**src/rtl/axis_pkg.sv**
```systemverilog
// Shared types and default widths for the AXI-Stream register-slice family.
package axis_pkg;

    localparam int unsigned AXIS_DATA_W_DEF      = 8;
    localparam int unsigned AXIS_FRAME_CNT_W_DEF = 5;
    localparam int unsigned AXIS_BEAT_CNT_W_DEF  = 8;

    typedef enum logic [1:0] {
        EMPTY = 2'd0,
        ONE   = 2'd1,
        FULL  = 2'd2
    } skid_state_t;

endpackage

```
**src/rtl/axis_frame_counter.sv**
```systemverilog
// Counts completed frames leaving an AXIS stage; with AXIS_BEAT_CNT_EN also
// counts beats within the current frame (saturating).
module axis_frame_counter #(
    parameter int unsigned FRAME_CNT_W = 5
`ifdef AXIS_BEAT_CNT_EN
    ,parameter int unsigned BEAT_CNT_W = 8
`endif
) (
    input  logic                   clk,
    input  logic                   reset,
    input  logic                   out_hs,
    input  logic                   m_tlast,
    output logic [FRAME_CNT_W-1:0] frame_cnt
`ifdef AXIS_BEAT_CNT_EN
    ,output logic [BEAT_CNT_W-1:0] beat_cnt
`endif
);

    logic [FRAME_CNT_W-1:0] frame_cnt_q, frame_cnt_d;

    // Frame counter wraps naturally at all-ones.
    always_comb begin
        frame_cnt_d = frame_cnt_q;
        if (out_hs && m_tlast) begin
            frame_cnt_d = frame_cnt_q + FRAME_CNT_W'(1);
        end
    end

    always_ff @(posedge clk or negedge reset) begin
        if (!reset) begin
            frame_cnt_q <= '0;
        end else begin
            frame_cnt_q <= frame_cnt_d;
        end
    end

    assign frame_cnt = frame_cnt_q;

`ifdef AXIS_BEAT_CNT_EN
    logic [BEAT_CNT_W-1:0] beat_cnt_q, beat_cnt_d;

    // Cleared by the closing beat of a frame, otherwise saturating increment.
    always_comb begin
        beat_cnt_d = beat_cnt_q;
        if (out_hs) begin
            if (m_tlast) begin
                beat_cnt_d = '0;
            end else if (beat_cnt_q != {BEAT_CNT_W{1'b1}}) begin
                beat_cnt_d = beat_cnt_q + BEAT_CNT_W'(1);
            end
        end
    end

    always_ff @(posedge clk or negedge reset) begin
        if (!reset) begin
            beat_cnt_q <= '0;
        end else begin
            beat_cnt_q <= beat_cnt_d;
        end
    end

    assign beat_cnt = beat_cnt_q;
`endif

endmodule

```
**src/rtl/axis_skid_register.sv**
```systemverilog
// Full-throughput AXIS register slice with skid buffer and frame counting.
// Optional per-frame beat counter enabled by defining AXIS_BEAT_CNT_EN.
module axis_skid_register
    import axis_pkg::*;
#(
    parameter int unsigned DATA_W      = AXIS_DATA_W_DEF,
    parameter int unsigned FRAME_CNT_W = AXIS_FRAME_CNT_W_DEF
`ifdef AXIS_BEAT_CNT_EN
    ,parameter int unsigned BEAT_CNT_W = AXIS_BEAT_CNT_W_DEF
`endif
) (
    input  logic                   clk,
    input  logic                   reset,
    input  logic [DATA_W-1:0]      s_tdata,
    input  logic                   s_tvalid,
    input  logic                   s_tlast,
    output logic                   s_tready,
    output logic [DATA_W-1:0]      m_tdata,
    output logic                   m_tvalid,
    output logic                   m_tlast,
    input  logic                   m_tready,
    output logic [FRAME_CNT_W-1:0] frame_cnt
`ifdef AXIS_BEAT_CNT_EN
    ,output logic [BEAT_CNT_W-1:0] beat_cnt
`endif
);

    skid_state_t       state_q, state_d;
    logic [DATA_W-1:0] out_data_q, out_data_d;
    logic              out_last_q, out_last_d;
    logic              out_valid_q, out_valid_d;
    logic [DATA_W-1:0] skid_data_q, skid_data_d;
    logic              skid_last_q, skid_last_d;
    logic              s_tready_q, s_tready_d;
    logic              in_hs;
    logic              out_hs;

    assign in_hs  = s_tvalid && s_tready_q;
    assign out_hs = out_valid_q && m_tready;

    // Next-state and datapath steering; skid register only fills when output stalls.
    always_comb begin
        state_d     = state_q;
        out_data_d  = out_data_q;
        out_last_d  = out_last_q;
        skid_data_d = skid_data_q;
        skid_last_d = skid_last_q;
        unique case (state_q)
            EMPTY: begin
                if (in_hs) begin
                    out_data_d = s_tdata;
                    out_last_d = s_tlast;
                    state_d    = ONE;
                end
            end
            ONE: begin
                if (in_hs && out_hs) begin
                    out_data_d = s_tdata;
                    out_last_d = s_tlast;
                end else if (in_hs) begin
                    skid_data_d = s_tdata;
                    skid_last_d = s_tlast;
                    state_d     = FULL;
                end else if (out_hs) begin
                    state_d = EMPTY;
                end
            end
            FULL: begin
                if (out_hs) begin
                    out_data_d = skid_data_q;
                    out_last_d = skid_last_q;
                    state_d    = ONE;
                end
            end
            default: state_d = EMPTY;
        endcase
        out_valid_d = (state_d != EMPTY);
        s_tready_d  = (state_d != FULL);
    end

    always_ff @(posedge clk or negedge reset) begin
        if (!reset) begin
            state_q     <= EMPTY;
            out_data_q  <= '0;
            out_last_q  <= 1'b0;
            out_valid_q <= 1'b0;
            skid_data_q <= '0;
            skid_last_q <= 1'b0;
            s_tready_q  <= 1'b0;
        end else begin
            state_q     <= state_d;
            out_data_q  <= out_data_d;
            out_last_q  <= out_last_d;
            out_valid_q <= out_valid_d;
            skid_data_q <= skid_data_d;
            skid_last_q <= skid_last_d;
            s_tready_q  <= s_tready_d;
        end
    end

    assign s_tready = s_tready_q;
    assign m_tdata  = out_data_q;
    assign m_tvalid = out_valid_q;
    assign m_tlast  = out_last_q;

    axis_frame_counter #(
        .FRAME_CNT_W (FRAME_CNT_W)
`ifdef AXIS_BEAT_CNT_EN
        ,.BEAT_CNT_W (BEAT_CNT_W)
`endif
    ) u_frame_counter (
        .clk       (clk),
        .reset     (reset),
        .out_hs    (out_hs),
        .m_tlast   (out_last_q),
        .frame_cnt (frame_cnt)
`ifdef AXIS_BEAT_CNT_EN
        ,.beat_cnt (beat_cnt)
`endif
    );

endmodule
```
**config.mk**
```make
export PLATFORM = sky130hd
export DESIGN_NAME = axis_skid_register
export DESIGN_NICKNAME = d
export VERILOG_FILES = /design/src/rtl/axis_pkg.sv /design/src/rtl/axis_frame_counter.sv /design/src/rtl/axis_skid_register.sv
export SDC_FILE = /design/constraint.sdc
export NUM_CORES = 1
export LEC_CHECK = 0
export ABC_AREA = 1
export CAP_MARGIN = 20
export CORE_AREA = 2 2 66 43
export CTS_BUF_LIST = sky130_fd_sc_hd__clkbuf_4 sky130_fd_sc_hd__clkbuf_8
export DETAILED_ROUTE_END_ITERATION = 7
export DIE_AREA = 0 0 68 45
export HOLD_SLACK_MARGIN = 0.05
export PLACE_DENSITY = 0.9
export SYNTH_ARGS = -nofsm -noshare
export SYNTH_HDL_FRONTEND = slang
export SYNTH_SLANG_ARGS = --single-unit
```
**constraint.sdc**
```tcl
create_clock -name clk -period 2.2 [get_ports clk]
set_input_delay 0.55 -clock clk [delete_from_list [all_inputs] [get_ports clk]]
set_output_delay 0.55 -clock clk [all_outputs]
set_load 0.005 [all_outputs]
```
==> results_dict.tcl <==
set metrics [dict create \
    outcome "complete, no violations" \
    start_util_pct 53.2 \
    totalWireLength_um 2910 \
    die_h_um 45 \
    clkPwrFrac_pct 12.8 \
    power_density_mw_per_mm2 1330 \
    synthXorXnorAreaFrac_pct 1.36 \
    power_switching_mw 0.874 \
    postCtsSetupBuffers 0 \
    syn_area_per_cell_sq_um 8.24 \
    synthSimpleGateAreaFrac_pct 39.6 \
    syn_inst 156 \
    path_max_fanout 5 \
    hold_path.class "reg2reg" \
    relSlewSlack_pct 63.9 \
    h-tree-depth 1 \
    clkTransAtPathRegs_ps 90 \
    synth.area.top_cells "dfrtp_1 (53%), nand2_1 (21%), nand3_1 (11%), nand2_4 (3.5%), inv_1 (1.5%)" \
    ctsResizeCount 0 \
    fin_crit_sh_pct 82.2 \
    antenna_found_initial 0 \
    hold_viol_final 0 \
    detailed_place_hpwl_um 2220 \
    fin_setup_tns_ps 0 \
    ant_nets 0 \
    syn2layout_area_growth_pct 27.7 \
    dr.pass1.iters 4 \
    overflow 0 \
    root_buffer "clkbuf_8" \
    cp-start-kind "register" \
    finalClockSkew_ps 3.63 \
    arrival_ps 1260 \
    fin_hold_ws_ps 485 \
    grt_pass1_vias 1023 \
    cell_internal_pwr_mw 1.30 \
    ir_drop_mv 0.777 \
    num_antenna_cells 0 \
    fin_nets 202 \
    crit_path_cell_trace "clkdlybuf4s50_1" \
    clk_path_buf_depth 2 \
    cts_buffers 3 \
    synth_fa_ha_area_share_pct 0.974 \
    ioPinCount 29 \
    max_stage_delay_ps 530 \
    routed_via_density 5.29 \
    grt_pass1_wl_um 4930 \
    utilization_pct 67.9 \
    synth_top_family_by_area "simple AND/OR/NAND/NOR gates" \
    wl_per_cell_um 13.3 \
    synthMuxAreaShare_pct 0 \
    cts_tree "built" \
    final_cell_mix "nand2_1 (71), nand3_1 (29), clkdlybuf4s50_1 (28)" \
    numPortBuffers 28 \
    end_kind "output port" \
    clk_latency_ps 270 \
    critPathKind "reg2out" \
    yosysTopAreaCellShare_pct 52.6 \
    max_cap_viol_count 0 \
    synth_nets 170 \
    layout_commonest_cell "nand2_1" \
    slew_violations 0 \
    drc 0 \
    cts.hold.buffers_added 0 \
    grtUsageTotal_pct 22.3 \
    dieArea_sq_mm 0.00306 \
    drt_iter0_markers 131 \
    yosys.area.top_type "dfrtp_1" \
    die_w_um 68 \
    synth_area_sq_mm 0.00128 \
    rsz0062_at_grt "no" \
    core-area_sq_mm 0.00242 \
    cts_sinks 27 \
    seqPwrFrac_pct 42.3 \
    rows 14 \
    period_minus_slack_ps 1810 \
    grt_max_degree 28 \
    crit_slowest_cell "clkdlybuf4s50_1" \
    cp_top_family "buffers and inverters" \
    worstPathRequired_ps 1650 \
    drive_above_1_share_pct 9.63 \
    vias 1158 \
    ys_warn_count 0 \
    fmax_ghz 0.553 \
    seq_area_frac_synth_pct 52.6 \
    synth_compound_area_share_pct 1.07 \
    netlist-cell-type-count 18 \
    cp_num_buf_inv 1 \
    leakagePower_nw 0.860 \
    place.gp.congestion 0.857 \
    synth-seq-cells 27 \
    power_frac_comb_pct 44.9 \
    swShare_pct 40.2 \
    worst_pin_slew_ps 541 \
    setup_viol 0 \
]
sequential cells by signal, summed over array words and instances (netlist names):
name	count
state_q	2
skid_data_q	8
skid_last_q	1
s_tready	1
m_tvalid	1
u_frame_counter.frame_cnt	5
m_tdata	8
m_tlast	1
power by group through the flow:
| stage | logic (mW) | clock network (mW) | registers (mW) |
|---|---|---|---|
| 2_1_floorplan | 0.578 | 0 | 0.887 |
| 3_3_place_gp | 0.926 | 0 | 0.912 |
| 3_5_place_dp | 0.980 | 0 | 0.926 |
| 4_1_cts | 0.984 | 0.283 | 0.919 |
| 5_1_grt | 1.10 | 0.304 | 0.948 |
| 6_report | 0.978 | 0.278 | 0.920 |
kinds of logic (layout without fill, tap and decap cells):
kind of cell,Yosys count,count (layout)
buffers and inverters,12,43
XOR/XNOR,2,2
AND/OR/NAND/NOR,112,112
adder cells (fa/ha/maj),1,1
flip-flops,27,27
AO/OA/AOI/OAI,2,2
layer usage:
| metal | global-route usage (%) | part of all wire, % |
|---|---|---|
| met5 | 0 | 0 |
| met4 | 4.80 | 0.76 |
| met3 | 6.23 | 5.7 |
| met2 | 33.4 | 48 |
| met1 | 32.6 | 45 |
per-stage QoR:
step / power (mW) / instance area, sq um / setup WS, ps / cells
after floorplan: 1.47 / 1280 / 1070 / 156
after global placement: 1.84 / 1590 / 494 / 215
after detailed placement: 1.91 / 1590 / 447 / 215
after CTS: 2.19 / 1640 / 372 / 219
after global routing: 2.35 / 1640 / 334 / 219
final: 2.18 / 1640 / 393 / 219
final timing paths:
check,from,slack [ps],endpoint,cells past startpoint
setup / recovery,u_frame_counter.frame_cnt[2],390,frame_cnt[2],1
hold / removal,skid_data_q[4],490,skid_data_q[4],2
setup reg to reg,state_q[1],670,m_tdata[2],4
hold reg to reg,skid_data_q[4],490,skid_data_q[4],2
max in group asynchronous,reset,1310,skid_data_q[3],2
min in group asynchronous,reset,640,m_tdata[2],2
Yosys cell counts:
cell and number:
a21oi_1 1, buf_4 1, buf_6 1, dfrtp_1 27, ha_1 1, inv_1 5
inv_2 5, nand2_1 71, nand2_2 1, nand2_4 4, nand3_1 29, nand3_2 1
nand3b_1 1, nand4_1 1, nor2_1 3, nor2_4 1, o21ai_2 1, xor2_1 2
layout make-up:
cell class / instances / area, sq um
Clock inverter: 1 / 5.00
Fill cell: 191 / 777
Multi-Input combinational cell: 117 / 553
Timing Repair Buffer: 29 / 288
Tap cell: 32 / 40.0
Sequential cell: 27 / 676
Inverter: 10 / 37.5
Clock buffer: 3 / 41.3
Power figures use the tool's default switching activity.
